<file path="src/rtl/sseg_scan_scheduler.sv">
// sseg_scan_scheduler: time-multiplexed scan controller for a seven-segment
// display. It holds a committed hex image and a shadow image. A new image is
// accepted through a valid/ready handshake and is swapped in only when the
// scan wraps, so each frame shows a single image.
// Ports:
//   clk, reset        - rising-edge clock and synchronous active-high reset
//   load_valid/ready  - image handshake (value, dp_mask, digit_en, blank_lz)
//   active_digit, num - scanned digit index and its nibble
//   dp_ctrl, blank    - decimal point and dark-digit control for that digit
//   frame_done        - one-cycle pulse on the cycle the scan wraps
module sseg_scan_scheduler #(
  parameter int DIGITS      = 8,
  parameter int REFRESH_DIV = 100000
) (
  input  logic        clk,
  input  logic        reset,
  input  logic        load_valid,
  output logic        load_ready,
  input  logic [31:0] value,
  input  logic [7:0]  dp_mask,
  input  logic [7:0]  digit_en,
  input  logic        blank_lz,
  output logic [2:0]  active_digit,
  output logic [3:0]  num,
  output logic        dp_ctrl,
  output logic        blank,
  output logic        frame_done
);

  localparam int PW = (REFRESH_DIV > 1) ? $clog2(REFRESH_DIV) : 1;
  localparam logic [PW-1:0] PMAX = PW'(REFRESH_DIV - 1);
  localparam logic [2:0] LAST = 3'(DIGITS - 1);

  typedef struct packed {
    logic [31:0] value;
    logic [7:0]  dp;
    logic [7:0]  en;
    logic        blz;
  } image_t;

  logic [PW-1:0] presc;
  logic [2:0]    idx;
  image_t        com;
  image_t        shadow;
  logic          pending;

  logic tick;
  logic wrap;
  logic xfer;
  logic upper_nz;

  assign tick = (presc == PMAX);
  assign wrap = tick && (idx == LAST);
  assign xfer = load_valid && !pending;

  // A commit needs pending = 1 and a transfer needs pending = 0, so the
  // two never happen on the same edge. An image accepted on a wrap cycle
  // waits in the shadow until the following wrap.
  always_ff @(posedge clk) begin
    if (reset) begin
      presc   <= '0;
      idx     <= 3'd0;
      com     <= '0;
      shadow  <= '0;
      pending <= 1'b0;
    end else begin
      presc <= tick ? '0 : presc + PW'(1);
      if (tick) begin
        idx <= (idx == LAST) ? 3'd0 : idx + 3'd1;
      end
      if (wrap && pending) begin
        com     <= shadow;
        pending <= 1'b0;
      end
      if (xfer) begin
        shadow  <= '{value, dp_mask, digit_en, blank_lz};
        pending <= 1'b1;
      end
    end
  end

  // The digit is a leading zero when it and every more-significant
  // scanned nibble are zero.
  always_comb begin
    upper_nz = 1'b0;
    for (int i = 0; i < DIGITS; i++) begin
      if (i >= int'(idx) && com.value[4*i +: 4] != 4'h0) begin
        upper_nz = 1'b1;
      end
    end
  end

  assign active_digit = idx;
  assign num          = com.value[{idx, 2'b00} +: 4];
  assign blank        = !com.en[idx] ||
                        (com.blz && idx != 3'd0 && !upper_nz);
  assign dp_ctrl      = com.dp[idx] && !blank;
  assign frame_done   = wrap;
  assign load_ready   = !pending;

endmodule
</file>
<file path="config.mk">
export PLATFORM = sky130hd
export DESIGN_NAME = sseg_scan_scheduler
export DESIGN_NICKNAME = d
export VERILOG_FILES = /design/src/rtl/sseg_scan_scheduler.sv
export SDC_FILE = /design/constraint.sdc
export NUM_CORES = 1
export LEC_CHECK = 0
export CAP_MARGIN = 15
export CORE_UTILIZATION = 50
export CTS_BUF_LIST = sky130_fd_sc_hd__clkbuf_8 sky130_fd_sc_hd__clkbuf_16
export DETAILED_ROUTE_END_ITERATION = 8
export PLACE_DENSITY = 0.75
export REMOVE_ABC_BUFFERS = 1
export SLEW_MARGIN = 20
export SYNTH_ARGS = -nofsm -noshare
export SYNTH_HDL_FRONTEND = slang
export SYNTH_SLANG_ARGS = --single-unit
export TNS_END_PERCENT = 20
</file>
<file path="constraint.sdc">
create_clock -name clk -period 2.2 [get_ports clk]
set_clock_uncertainty 0.15 [all_clocks]
set_input_delay 0.33 -clock clk [delete_from_list [all_inputs] [get_ports clk]]
set_output_delay 0.33 -clock clk [all_outputs]
set_load 0.02 [all_outputs]
</file>
After elaboration in Yosys (flattened, before gate mapping)
Cells that the tools add are included.
Storage, ports and cells
  register bits after elaboration: 119
  output and inout bits: 11
  input port bits: 52
  logic and storage cells: 68
Operators by class
  $add $sub $neg: 2
  mux-type cells: 15
  reduce and logical (&&, ||, !) cells: 29
  equality and inequality tests: 2
  shift-type cells: 1
  order comparisons: 8
Operators by type and width (count)
  $reduce_bool A4 Y1: 8
  $shiftx A32 B6 Y4: 1
  $add A17 B1 Y17 const B: 1
  $eq A17 B17 Y1 const B: 1
  $logic_and A1 B1 Y1: 13
  $mux W1: 12
  $ge A3 B3 Y1 const A: 3
  $bmux W1 S3: 2
  $ge A1 B3 Y1 const A: 2
  $ge A2 B3 Y1 const A: 2
  $logic_not A1 Y1: 4
  $lt A3 B4 Y1 const B: 1
  $add A3 B1 Y3 const B: 1
  $eq A3 B3 Y1 const B: 1
  $mux W3: 1
  $reduce_bool A3 Y1: 1
  $reduce_bool A2 Y1: 1
  $reduce_or A2 Y1: 1
  $logic_or A1 B1 Y1: 1

Longest topological paths before layout
  word-level depth: 15
  depth in mapped cells: 8
  mapped depth without buffers: 6

Worst setup path before layout
Ideal clock, no wire load.
  path kind: register to output
  from: register idx[0], in the netlist active_digit[0]
  to: output blank
  path slack: -0.701 ns
  data arrival time: 2.421 ns
  cell stages (with the launch flop): 9
  cells stage by stage: dfxtp_1 -> clkbuf_1 -> buf_2 -> inv_1 -> ha_1 -> o21bai_1 -> a211oi_1 -> o211ai_1 -> o21ai_0
Between the ends
  cells in the longest elaborated chain, start to end: 13
  elaborated cells on any way between the ends: 30
Ends and longest elaborated chain
  from (decl): RTL line 42  | logic [2:0] idx;
  from (signal assigned): RTL line 69  | idx <= (idx == LAST) ? 3'd0 : idx + 3'd1;
  $ge A1 B3 Y1: RTL line 87  | if (i >= int'(idx) && com.value[4*i +: 4] != 4'h0) begin
  $logic_and A1 B1 Y1: RTL line 87
  $mux W1 (8 in series): RTL line 87
  $logic_not A1 Y1: RTL line 96  | (com.blz && idx != 3'd0 && !upper_nz);
  $logic_and A1 B1 Y1: RTL line 96
  $logic_or A1 B1 Y1 *: RTL line 95  | assign blank = !com.en[idx] ||
  to (decl): RTL line 26  | output logic blank,
Mark *: on every way between the ends. The rest lies on a longest branch, timed or not. The select of a mux whose other input is x is not followed.

Worst setup path in the final report
  from: register com[36] (netlist name)
  to: output blank
Between the ends
  cells in the longest elaborated chain, start to end: 9
Ends and longest elaborated chain
  from (decl): RTL line 43  | image_t com;
  from (signal assigned): RTL line 72  | com <= shadow;
  $reduce_bool A4 Y1: RTL line 87
  $logic_and A1 B1 Y1: RTL line 87
  $mux W1 (4 in series): RTL line 87
  $logic_not A1 Y1: RTL line 96
  $logic_and A1 B1 Y1: RTL line 96
  $logic_or A1 B1 Y1: RTL line 95
Every way passes these cells.

==> flow_metrics.py <==
metrics = {
    "pwr": {
        "power_density_nw_per_um2": 756,
        "power.leakage_uw": 0.00264,
        "vdd_ir_drop_max_mv": 0.504,
        "post-layout-total-power_uw": 5480,
    },
    "final_layout": {
        "final_core_utilization_pct": 69.6,
        "number_of_diodes": 0,
        "layout_net_count": 735,
        "drive_above_1_share_pct": 20.1,
        "layout.cell_area.non_filler_um2": 7250,
        "syn_to_final_growth_pct": 34.3,
        "layout.cells.most_common_list": "sky130_fd_sc_hd__dfxtp_1 (115), sky130_fd_sc_hd__nand2_1 (104), sky130_fd_sc_hd__nand2b_1 (98)",
        "mostFrequentLayoutCell": "sky130_fd_sc_hd__dfxtp_1",
    },
    "floorplanning": {
        "design.die.area_um2": 11200,
        "dieHeight_um": 106,
        "floorplan.initialDensity_pct": 51.8,
        "coreArea_um2": 10400,
        "num_io_pins": 63,
        "die_width_um": 106,
        "fp-row-count": 37,
    },
    "logic_synthesis": {
        "ys_seq_elements": 119,
        "yosysWarnings": 0,
        "synthesis.area_per_instance_um2": 9.31,
        "yosys_most_used_dff": "sky130_fd_sc_hd__dfxtp_1",
        "netlist_area_um2": 5400,
        "post_syn_instances": 580,
        "post_synth_num_cell_types": 46,
        "synth_async_sr_flop_share_pct": 0,
        "number_of_enable_flip_flop_cells_after_synthesis": 0,
        "synth_sequential_area_ratio_pct": 44.1,
    },
    "critical_path": {
        "worstPathCellList": "or4_4, a211oi_2, o211ai_1, o21ai_1, buf_4",
        "timing.critical_path.slowest_stage_cell": "sky130_fd_sc_hd__or4_4",
        "criticalPathCategory": "flop to output port",
        "cp_data_arrival_time_ns": 2.20,
        "critical_path.max_fanout": 2,
        "critical_path.max_stage_delay_ns": 0.57,
        "timing.critical_path.from_type": "flop",
        "cp.required_ns": 1.72,
        "setup.worst_path.end_class": "output port",
        "r2r_cells": 7,
    },
    "clock_tree": {
        "cts_tree": "built",
        "cts_buffer_count": 17,
        "h-tree-depth": 4,
        "cts_buffer_depth": 2,
        "clock_tree.root_cell": "sky130_fd_sc_hd__clkbuf_8",
        "clk_pin_slew_ns": 0.06,
        "clock_sink_count": 119,
        "insertion_delay_ns": 0.51,
        "cts-hold-fix-buffers": 0,
    },
    "job": {
        "timing.max_cap.violations": 0,
    },
    "global_routing": {
        "grt_antenna_before_repair": 0,
        "grt_start_max_net_pins": 106,
        "first_pass_grt_wire_length_mm": 20.2,
        "first_global_vias": 4277,
        "globalRouteTotalUtil_pct": 23.2,
        "grt_remaining_overflow": 0,
    },
    "status": {
        "violations_in_the_final_reports": "setup timing",
        "run_status": "finished with violations",
    },
    "route": {
        "via_per_inst": 5.29,
        "detail-route-antenna-nets": 0,
        "detailroute.wirelength.met3_um": 517,
        "dr.pass1.iters": 7,
        "route.detailed.wl_per_inst_um": 15.5,
        "uppermost_signal_routing_layer_after_detailed_routing": "met4",
        "route.vias.total": 4376,
        "wirelength_met1_mm": 5.50,
        "routed-wl-met2_mm": 6.56,
        "drt_iter0_drc": 254,
        "drc_errors": 0,
        "routed_wl_mm": 12.8,
    },
    "timing": {
        "max_freq_mhz": 373,
        "rsz_0062_raised_after_global_routing": "true",
        "final_max_slew_viol_count": 0,
        "timing.final.hold_violations": 0,
        "finalCritPeriodShare_pct": 122,
        "rel_slew_slack_pct": 70.7,
        "report.final.setup_viol": 21,
        "setup-tns-final_ns": -2.34,
        "setup_slack_ns": -0.480,
        "finalWorstPathRequiredPeriod_ns": 2.68,
        "timing_worst_slew_pin_value_ns": 0.439,
    },
    "placement": {
        "gp_congestion": 0.820,
        "post_dp_cell_area_um2": 6380,
        "port_buffers": 62,
        "hpwl_mm": 7.65,
        "placement.setup.worst_slack_ns": -0.581,
    },
    "min_path": {
        "whs_path_cells": 2,
        "min-delay-path-class": "input port to flop",
    },
}
logic make-up (layout without fill, tap and decap cells):
logic type / Yosys count / after routing / share of synthesized area, %
multiplexers: 69 / 69 / 15.7
AND/OR/NAND/NOR: 258 / 258 / 24.9
flip-flops: 119 / 119 / 44.1
buffers and inverters: 48 / 159 / 5.08
adder cells (fa/ha/maj): 5 / 5 / 1.16
AO/OA/AOI/OAI: 72 / 72 / 7.56
XOR/XNOR: 9 / 9 / 1.46
through the flow:
step | hold slack [ns] | std cells
6_report | 0.100 | 827
5_1_grt | 0.118 | 827
4_1_cts | 0.0871 | 824
3_5_place_dp | 0.285 | 788
3_3_place_gp | 0.273 | 788
2_1_floorplan | 0.249 | 538
final cells by class:
cell class                      count  area (um2)
Clock inverter                     11         170
Fill cell                         723        3170
Tap cell                          136         170
Clock buffer                       21         469
Timing Repair Buffer              121        1220
Multi-Input combinational cell    413        2810
Inverter                            6        22.5
Sequential cell                   119        2390
power by group:
part	internal [uW]	total, uW	leakage [uW]	switching (uW)
registers	2210	2240	0.000969	32.5
logic	164	303	0.00136	138
clock network	1960	2940	0.000306	977
worst max-delay path, delay by kind of cell (launching register included):
kind | cells | cell delay (ns)
simple gates | 1 | 0.57
compound gates | 3 | 0.62
buf+inv | 1 | 0.18
flops | 1 | 0.33
path summary, 6_finish.rpt:
kind | start | endpoint | slack, ns
worst max-delay path | com[36] | blank | -0.48
worst min-delay path | reset | presc[2] | 0.10
worst max register to register | presc[14] | com[21] | -0.07
worst min register to register | presc[0] | presc[0] | 0.29
per-layer routing:
metal | vias up | GRT usage [%]
met2 | 113 | 39.4
met5 | - | 0
met1 | 2088 | 28.2
met4 | 0 | 10.6
met3 | 21 | 4.72
li1 | 2154 | -
registers in the layout, summed over array words and instances (netlist names):
signal and count:
presc 17, com 49, shadow 49, pending 1, active_digit 3
timing repair:
| item | in CTS | in global routing |
|---|---|---|
| pin swaps | 9 | 6 |
| gates resized for setup | 38 | 27 |
| setup buffers | 2 | 3 |
| gates cloned | 3 | 1 |
| setup endpoints to repair | 58 | 58 |
Yosys cell counts, drive strengths merged, types with 6 or more instances:
| cell | count | area (um2) |
|---|---|---|
| buf | 13 | 143 |
| nand3 | 6 | 30.0 |
| xor2 | 8 | 70.1 |
| mux4 | 12 | 270 |
| nor4 | 6 | 52.6 |
| clkbuf | 29 | 109 |
| mux2i | 52 | 521 |
| inv | 6 | 22.5 |
| dfxtp | 119 | 2380 |
| nand2b | 98 | 613 |
| nand2 | 104 | 390 |
| a21oi | 54 | 270 |
| or4 | 7 | 57.6 |
| nor2 | 17 | 63.8 |
Power figures use the tool's default switching activity.
